[config.mk]
export PLATFORM = sky130hd
export DESIGN_NAME = cpu_loader
export DESIGN_NICKNAME = d
export VERILOG_FILES = /design/src/rtl/cpu_loader.sv
export SDC_FILE = /design/constraint.sdc
export NUM_CORES = 1
export LEC_CHECK = 0
export ABC_CLOCK_PERIOD_IN_PS = 3700
export BUFFER_PORTS_ARGS = -buffer_cell sky130_fd_sc_hd__buf_2
export CAP_MARGIN = 20
export CORE_MARGIN = 3
export CORE_UTILIZATION = 42
export CTS_CLUSTER_SIZE = 12
export DETAILED_ROUTE_END_ITERATION = 8
export PLACE_DENSITY = 0.62
export RECOVER_POWER = 50
export SLEW_MARGIN = 20
export SYNTH_ARGS = -nofsm -noshare
export SYNTH_HDL_FRONTEND = slang
export SYNTH_SLANG_ARGS = --single-unit
export TNS_END_PERCENT = 10
[constraint.sdc]
create_clock -name clk -period 3.7 [get_ports clk]
set_input_delay 0.74 -clock clk [delete_from_list [all_inputs] [get_ports clk]]
set_output_delay 0.74 -clock clk [all_outputs]
set_load 0.005 [all_outputs]
[src/rtl/cpu_loader.sv]
// cpu_loader: load / run / dump sequencer placed in front of the cpu top.
//
// Takes a 32-bit word stream (header, instruction words, data words, run
// length, dump length), writes the words into the cpu's instruction and data
// memories over the external ports, enables the cpu for the programmed number
// of cycles and then streams a region of data memory back out.
//
// Ports
//   clk, srst            clock, synchronous active-high reset
//   start                begin a session (honoured only in IDLE / DONE)
//   s_valid/s_ready/s_data   input word stream
//   m_valid/m_ready/m_data   dump word stream
//   imem_*               cpu addr_ext / wen_ext / ren_ext / wdata_ext
//   dmem_*               cpu addr_ext_2 / wen_ext_2 / ren_ext_2 / wdata_ext_2 / rdata_ext_2
//   cpu_enable           cpu enable, high only while running
//   busy, done           session status
module cpu_loader #(
   parameter int unsigned ADDR_STEP = 4,
   parameter int unsigned RD_LAT    = 1
) (
   input  logic        clk,
   input  logic        srst,
   input  logic        start,
   input  logic        s_valid,
   input  logic [31:0] s_data,
   output logic        s_ready,
   output logic        m_valid,
   output logic [31:0] m_data,
   input  logic        m_ready,
   output logic [31:0] imem_addr,
   output logic        imem_wen,
   output logic        imem_ren,
   output logic [31:0] imem_wdata,
   output logic [31:0] dmem_addr,
   output logic        dmem_wen,
   output logic        dmem_ren,
   output logic [31:0] dmem_wdata,
   input  logic [31:0] dmem_rdata,
   output logic        cpu_enable,
   output logic        busy,
   output logic        done
);

   localparam logic [7:0]  RdLat    = 8'(RD_LAT);
   localparam logic [31:0] AddrStep = 32'(ADDR_STEP);

   typedef enum logic [3:0] {
      StIdle, StHdr0, StLoadI, StLoadD, StHdrRun, StHdrDump, StRun, StDump, StDone
   } state_e;

   state_e      state_q, state_d;
   logic [15:0] n_instr_q, n_instr_d;
   logic [15:0] n_data_q, n_data_d;
   logic [15:0] dump_words_q, dump_words_d;
   logic [15:0] idx_q, idx_d;
   logic [31:0] addr_q, addr_d;
   logic [31:0] run_left_q, run_left_d;
   logic [7:0]  lat_q, lat_d;
   logic        rd_pend_q, rd_pend_d;

   logic        s_ready_q, s_ready_d;
   logic        m_valid_q, m_valid_d;
   logic [31:0] m_data_q, m_data_d;
   logic [31:0] imem_addr_q, imem_addr_d;
   logic        imem_wen_q, imem_wen_d;
   logic [31:0] imem_wdata_q, imem_wdata_d;
   logic [31:0] dmem_addr_q, dmem_addr_d;
   logic        dmem_wen_q, dmem_wen_d;
   logic        dmem_ren_q, dmem_ren_d;
   logic [31:0] dmem_wdata_q, dmem_wdata_d;
   logic        cpu_enable_q, cpu_enable_d;
   logic        busy_q, busy_d;
   logic        done_q, done_d;

   logic        accept;
   logic        enter_dump;

   assign accept = s_valid && s_ready_q;

   always_comb begin
      state_d      = state_q;
      n_instr_d    = n_instr_q;
      n_data_d     = n_data_q;
      dump_words_d = dump_words_q;
      idx_d        = idx_q;
      addr_d       = addr_q;
      run_left_d   = run_left_q;
      lat_d        = lat_q;
      rd_pend_d    = rd_pend_q;
      m_valid_d    = m_valid_q;
      m_data_d     = m_data_q;
      done_d       = done_q;
      // Memory strobes and addresses are single-cycle pulses, idle at 0.
      imem_addr_d  = '0;
      imem_wen_d   = 1'b0;
      imem_wdata_d = '0;
      dmem_addr_d  = '0;
      dmem_wen_d   = 1'b0;
      dmem_ren_d   = 1'b0;
      dmem_wdata_d = '0;
      cpu_enable_d = 1'b0;
      enter_dump   = 1'b0;

      unique case (state_q)
         StIdle: begin
            if (start) state_d = StHdr0;
         end
         StHdr0: begin
            if (accept) begin
               n_instr_d = s_data[31:16];
               n_data_d  = s_data[15:0];
               idx_d     = '0;
               addr_d    = '0;
               if (s_data[31:16] != '0)     state_d = StLoadI;
               else if (s_data[15:0] != '0) state_d = StLoadD;
               else                         state_d = StHdrRun;
            end
         end
         StLoadI: begin
            if (accept) begin
               imem_wen_d   = 1'b1;
               imem_addr_d  = addr_q;
               imem_wdata_d = s_data;
               idx_d        = idx_q + 16'd1;
               addr_d       = addr_q + AddrStep;
               if (idx_q == n_instr_q - 16'd1) begin
                  idx_d   = '0;
                  addr_d  = '0;
                  state_d = (n_data_q != '0) ? StLoadD : StHdrRun;
               end
            end
         end
         StLoadD: begin
            if (accept) begin
               dmem_wen_d   = 1'b1;
               dmem_addr_d  = addr_q;
               dmem_wdata_d = s_data;
               idx_d        = idx_q + 16'd1;
               addr_d       = addr_q + AddrStep;
               if (idx_q == n_data_q - 16'd1) begin
                  idx_d   = '0;
                  addr_d  = '0;
                  state_d = StHdrRun;
               end
            end
         end
         StHdrRun: begin
            if (accept) begin
               run_left_d = s_data;
               state_d    = StHdrDump;
            end
         end
         StHdrDump: begin
            if (accept) begin
               dump_words_d = s_data[15:0];
               if (run_left_q != '0) begin
                  state_d      = StRun;
                  cpu_enable_d = 1'b1;
               end else if (s_data[15:0] != '0) begin
                  enter_dump = 1'b1;
               end else begin
                  state_d = StDone;
                  done_d  = 1'b1;
               end
            end
         end
         StRun: begin
            // State and cpu_enable are high together for exactly run_cycles cycles.
            run_left_d = run_left_q - 32'd1;
            if (run_left_q == 32'd1) begin
               if (dump_words_q != '0) begin
                  enter_dump = 1'b1;
               end else begin
                  state_d = StDone;
                  done_d  = 1'b1;
               end
            end else begin
               cpu_enable_d = 1'b1;
            end
         end
         StDump: begin
            if (rd_pend_q) begin
               // lat_q reaches 0 in the cycle where the read data is valid.
               if (lat_q == '0) begin
                  m_valid_d = 1'b1;
                  m_data_d  = dmem_rdata;
                  rd_pend_d = 1'b0;
               end else begin
                  lat_d = lat_q - 8'd1;
               end
            end else if (m_valid_q && m_ready) begin
               m_valid_d = 1'b0;
               if (idx_q == dump_words_q - 16'd1) begin
                  state_d = StDone;
                  done_d  = 1'b1;
               end else begin
                  idx_d       = idx_q + 16'd1;
                  addr_d      = addr_q + AddrStep;
                  dmem_ren_d  = 1'b1;
                  dmem_addr_d = addr_q + AddrStep;
                  rd_pend_d   = 1'b1;
                  lat_d       = RdLat;
               end
            end
         end
         StDone: begin
            if (start) begin
               state_d = StHdr0;
               done_d  = 1'b0;
            end
         end
         default: state_d = StIdle;
      endcase

      // First read of the dump region, shared by the HDR_DUMP and RUN exits.
      if (enter_dump) begin
         state_d     = StDump;
         idx_d       = '0;
         addr_d      = '0;
         dmem_ren_d  = 1'b1;
         dmem_addr_d = '0;
         rd_pend_d   = 1'b1;
         lat_d       = RdLat;
      end

      busy_d    = !(state_d inside {StIdle, StDone});
      s_ready_d = state_d inside {StHdr0, StLoadI, StLoadD, StHdrRun, StHdrDump};
   end

   always_ff @(posedge clk) begin
      if (srst) begin
         state_q      <= StIdle;
         n_instr_q    <= '0;
         n_data_q     <= '0;
         dump_words_q <= '0;
         idx_q        <= '0;
         addr_q       <= '0;
         run_left_q   <= '0;
         lat_q        <= '0;
         rd_pend_q    <= 1'b0;
         s_ready_q    <= 1'b0;
         m_valid_q    <= 1'b0;
         m_data_q     <= '0;
         imem_addr_q  <= '0;
         imem_wen_q   <= 1'b0;
         imem_wdata_q <= '0;
         dmem_addr_q  <= '0;
         dmem_wen_q   <= 1'b0;
         dmem_ren_q   <= 1'b0;
         dmem_wdata_q <= '0;
         cpu_enable_q <= 1'b0;
         busy_q       <= 1'b0;
         done_q       <= 1'b0;
      end else begin
         state_q      <= state_d;
         n_instr_q    <= n_instr_d;
         n_data_q     <= n_data_d;
         dump_words_q <= dump_words_d;
         idx_q        <= idx_d;
         addr_q       <= addr_d;
         run_left_q   <= run_left_d;
         lat_q        <= lat_d;
         rd_pend_q    <= rd_pend_d;
         s_ready_q    <= s_ready_d;
         m_valid_q    <= m_valid_d;
         m_data_q     <= m_data_d;
         imem_addr_q  <= imem_addr_d;
         imem_wen_q   <= imem_wen_d;
         imem_wdata_q <= imem_wdata_d;
         dmem_addr_q  <= dmem_addr_d;
         dmem_wen_q   <= dmem_wen_d;
         dmem_ren_q   <= dmem_ren_d;
         dmem_wdata_q <= dmem_wdata_d;
         cpu_enable_q <= cpu_enable_d;
         busy_q       <= busy_d;
         done_q       <= done_d;
      end
   end

   assign s_ready    = s_ready_q;
   assign m_valid    = m_valid_q;
   assign m_data     = m_data_q;
   assign imem_addr  = imem_addr_q;
   assign imem_wen   = imem_wen_q;
   assign imem_ren   = 1'b0;
   assign imem_wdata = imem_wdata_q;
   assign dmem_addr  = dmem_addr_q;
   assign dmem_wen   = dmem_wen_q;
   assign dmem_ren   = dmem_ren_q;
   assign dmem_wdata = dmem_wdata_q;
   assign cpu_enable = cpu_enable_q;
   assign busy       = busy_q;
   assign done       = done_q;

endmodule

==> impl_results.md <==
* Run status: finished, violations left
* Violations in the final reports: capacitance limit, slew limit
* Power Dens Cells at between 400 and 500 mW/mm2
* Proportion of synthesized chip area in sequential cells at 44.0%
* Clock Skews at around 26 ps
* Pin count of the biggest net entering global routing at between 60 and 70
* Post-Syn Instances at around 1700
* Initial drt markers at ~1100
* Final wirelength at roughly 41 mm
* Count of hold buffers inserted by post-cts repair at 0
* Ordered cell list for the critical path: inv_1 -> ha_1 -> or3b_2 -> or4_1 -> nand3_1 -> a31oi_1 -> or4_4 -> o21a_4 -> nor4_4 -> and3_1 -> nor4_2
* Most numerous cell in the Yosys netlist: sky130_fd_sc_hd__dfxtp_1
* Placed insts at ~2300
* Proportion of synthesized area in mux cells at less than 1%
* Dpl hpwl at around 28 mm
* R2r worst-path depth at 11
* Final count of negative-setup-slack endpoints at 0
* Die Ht at roughly 190 um
* Count of vias placed by the detailed router at between 10000 and 15000
* Destination of the worst hold path: m_data[0]
* Worst Hold Launch: m_data[0]
* Clock network latency to the later pin of the worst-skew pair at roughly 520 ps
* Count of placed standard cells in the final layout, fillers left out at 2378
* Max-cap violations at 1
* Placeable core region at around 0.032 mm2
* Top cell type by total area after synthesis: sky130_fd_sc_hd__dfxtp_1
* Final core utilization at 52.1%
* Leakage at about 6.6 nW
* Reg clk slew, reported paths at ~60 ps
* Primary FF master, synth: sky130_fd_sc_hd__dfxtp_1
* Number of post-CTS setup repair buffers at 0
* Final Hold Vio Count at 0
* DRC violations left at 0
* Syn. warnings at 0
* Largest fanout on the critical path at 10
* Post-synthesis cell area at approximately 0.014 mm2
* Synth-to-layout area growth at 20.3%
* Detailed Routing Iterations Pass 1 at 5
* Register-to-register path setup slack at roughly 240 ps
* Detailed-route wire length per cell at about 17 um
* Area after detailed placement at approximately 0.016 mm2
* Period Utilization, post-route at between 90 and 100%
* Number of H-tree levels at 2
* Top Ports at ~240
* Delay-heaviest family, CP: simple AND/OR/NAND/NOR gates
* Count of different cell masters after synthesis at between 70 and 80
* RSZ-0062 raised after global routing: false
* Xor/xnor share of the synthesized area at under 10%
* F_max at about 290 MHz
* Filler Cells Inserted at 3184
* Total power draw at approximately 8 mW
* Number of core rows at 65
* Nets at 1992
* Via count of the first global-routing pass at approximately 12000
* Clock tree buffer depth at 3
* Final cell area excluding filler cells at approximately 0.017 mm2
* Worst hold slack after final layout at approximately 450 ps
* Per-instance average area after synthesis at about 8 um2
* Startpoint class of the critical path: flip-flop
* Area enclosed by the die boundary at 0.0353 mm2
* Total area of multi-input combinational cells at about 0.0072 mm2
* Worst path bufs/invs at 1
* Minimum period implied by the final worst setup slack at around 3500 ps
* Die W at 188 um
* Number of antenna violations at the first check in global routing at 1
* Number of pins exceeding their max-slew limit in the final report at 34
* Least setup slack across all paths after layout at between 200 and 250 ps
* Dominant combinational cell family by area after synthesis: simple AND/OR/NAND/NOR gates
* Number of enable-type register cells in the synthesized netlist at 0
* Clock tree root driver cell: sky130_fd_sc_hd__clkbuf_16
* Routability congestion estimate at 0.886
* Worst endpoint required time at 4090 ps
* Worst R2R Start: dump_words_q[0]
* GRT Overall Usage at about 23%
* Tightest Hold Check Type: flip-flop to flip-flop
* Largest cells by area after synthesis: sky130_fd_sc_hd__dfxtp_1 44%, sky130_fd_sc_hd__nand2_1 6.4%, sky130_fd_sc_hd__a21oi_1 6.1%, sky130_fd_sc_hd__and2_1 4.7%, sky130_fd_sc_hd__nor2_1 4.2%
* Overflow after GRT at 0
* Post-cts repair resize count at 0
* Slew at the pin with the worst max-slew slack at 1560 ps
* Library cell contributing the largest single delay on the critical path: sky130_fd_sc_hd__or3b_2
* Ys async rst share at 0%
* Post-synthesis simple-gate area fraction at 29.3%
* Fraction of layout cells with a size suffix above 1 at 14.9%
* Number of synthesized register bits at between 300 and 400
* Pre-CTS WS at 209 ps
* Input/output buffers at between 200 and 250
* Cells on Worst Hold Path at 2
* Peak supply drop at roughly 0.31 mV
* Sum Neg Setup Slack at 0 ps
* Effective utilization at floorplan at between 40 and 50%
* Per-cell via count in the routed design at roughly 5.5
* Crit path arrival time at 3850 ps
* Number of CTS-inserted buffers at 36
* Post-synthesis share of cell area spent on full adders, half adders and majority gates at less than 1%
* Global-route wire length before repair at between 60 and 70 mm
* Area taken by flip-flops and latches at just over 0.006 mm2
* Kind of capture point of the worst setup path: flip-flop
* TritonCTS clock tree: done
* Number of antenna-violating nets in the routed design at 0
* Share of Yosys cell area claimed by the top area cell type at approximately 44%
* Crit path kind: flip-flop to flip-flop
* Number of clock sinks at 305
* FF-to-FF End: s_ready
* CP max stage delay at roughly 520 ps
* Worst slew margin at -3.76%
* Area fraction in compound gates after synthesis at 17.2%
* Synth cell count leaders: 305 x sky130_fd_sc_hd__dfxtp_1, 237 x sky130_fd_sc_hd__nand2_1, 170 x sky130_fd_sc_hd__a21oi_1
cell usage in the layout (no fill, tap or decap), types with 5 or more instances in the layout:
| cell type | n |
|---|---|
| sky130_fd_sc_hd__nor3_1 | 41 |
| sky130_fd_sc_hd__nand2b_1 | 12 |
| sky130_fd_sc_hd__xnor2_1 | 36 |
| sky130_fd_sc_hd__a21oi_1 | 170 |
| sky130_fd_sc_hd__and2_1 | 98 |
| sky130_fd_sc_hd__a221oi_1 | 5 |
| sky130_fd_sc_hd__a211oi_1 | 6 |
| sky130_fd_sc_hd__and2_0 | 7 |
| sky130_fd_sc_hd__clkbuf_16 | 37 |
| sky130_fd_sc_hd__buf_4 | 46 |
| sky130_fd_sc_hd__o311ai_0 | 6 |
| sky130_fd_sc_hd__inv_1 | 20 |
| sky130_fd_sc_hd__or3_1 | 21 |
| sky130_fd_sc_hd__nor3b_1 | 6 |
| sky130_fd_sc_hd__xor2_1 | 25 |
| sky130_fd_sc_hd__nand3_1 | 34 |
| sky130_fd_sc_hd__a22oi_1 | 41 |
| sky130_fd_sc_hd__nor2b_1 | 36 |
| sky130_fd_sc_hd__nor4_2 | 5 |
| sky130_fd_sc_hd__a31oi_1 | 13 |
| sky130_fd_sc_hd__bufinv_16 | 6 |
| sky130_fd_sc_hd__o21ai_0 | 87 |
| sky130_fd_sc_hd__nor4_1 | 35 |
| sky130_fd_sc_hd__or4_1 | 10 |
| sky130_fd_sc_hd__nand4_1 | 22 |
| sky130_fd_sc_hd__and3_1 | 32 |
| sky130_fd_sc_hd__o211ai_1 | 10 |
| sky130_fd_sc_hd__buf_2 | 149 |
| sky130_fd_sc_hd__clkbuf_8 | 8 |
| sky130_fd_sc_hd__nor2_1 | 154 |
| sky130_fd_sc_hd__dfxtp_1 | 305 |
| sky130_fd_sc_hd__o31ai_1 | 10 |
| sky130_fd_sc_hd__ha_1 | 8 |
| sky130_fd_sc_hd__nand2_1 | 237 |
| sky130_fd_sc_hd__clkbuf_1 | 95 |
| sky130_fd_sc_hd__nand3b_1 | 11 |
per-layer routing:
layer  part of all wire [%]  routed length [um]  GRT usage [%]
met4                    2.9                1180           7.73
met3                    7.1                2900           4.52
met1                     45               18300           30.3
met5                      0                   0              0
met2                     45               18600           36.3
worst max-delay path by stage:
| stage | from | endpoint | cells past startpoint |
|---|---|---|---|
| detailed placement | s_data[14] | s_ready | 10 |
| CTS | dump_words_q[0] | s_ready | 11 |
| global route | dump_words_q[0] | dmem_addr[18] | 12 |
| finish | dump_words_q[0] | s_ready | 11 |
| global placement | s_data[14] | s_ready | 10 |
| floorplan | dump_words_q[1] | s_ready | 14 |
tightest hold or removal path, delay by kind of cell, from the launching register on:
family | cells | cell delay (ps)
DFF | 1 | 310
and+or+nand+nor | 1 | 50
AOI/OAI and AO/OA | 1 | 50
where the power goes:
part	switching (mW)	internal, mW
Clock	1.39	2.42
Combinational	0.378	0.222
Sequential	0.0562	3.32
Total	1.83	5.96
final cells by class:
class / count / area share, %
repair buffers: 287 / 8.80
multi-input cells: 1265 / 43.2
flip-flops and latches: 305 / 36.6
inverters: 20 / 0.449
clock buffers: 52 / 6.36
diodes: 1 / 0.0150
clock inverters: 13 / 1.36
well taps: 435 / 3.26
cells by family after synthesis:
group	after synthesis
buffers and inverters	142
adders and majority gates	8
and+or+nand+nor	793
muxes	6
DFF	305
AOI/OAI and AO/OA	393
other	1
xor gates and xnor gates	62
sequential cells by signal, indices dropped and copies added, names as in the netlist, 4 cells and up:
register	cells
dmem_addr	31
dump_words_q	16
imem_addr	31
m_data	32
lat_q	8
idx_q	16
imem_wdata	32
state_q	4
dmem_wdata	32
addr_q	30
n_instr_q	16
run_left_q	32
n_data_q	16
No activity file was read; power rests on OpenSTA's default activity.
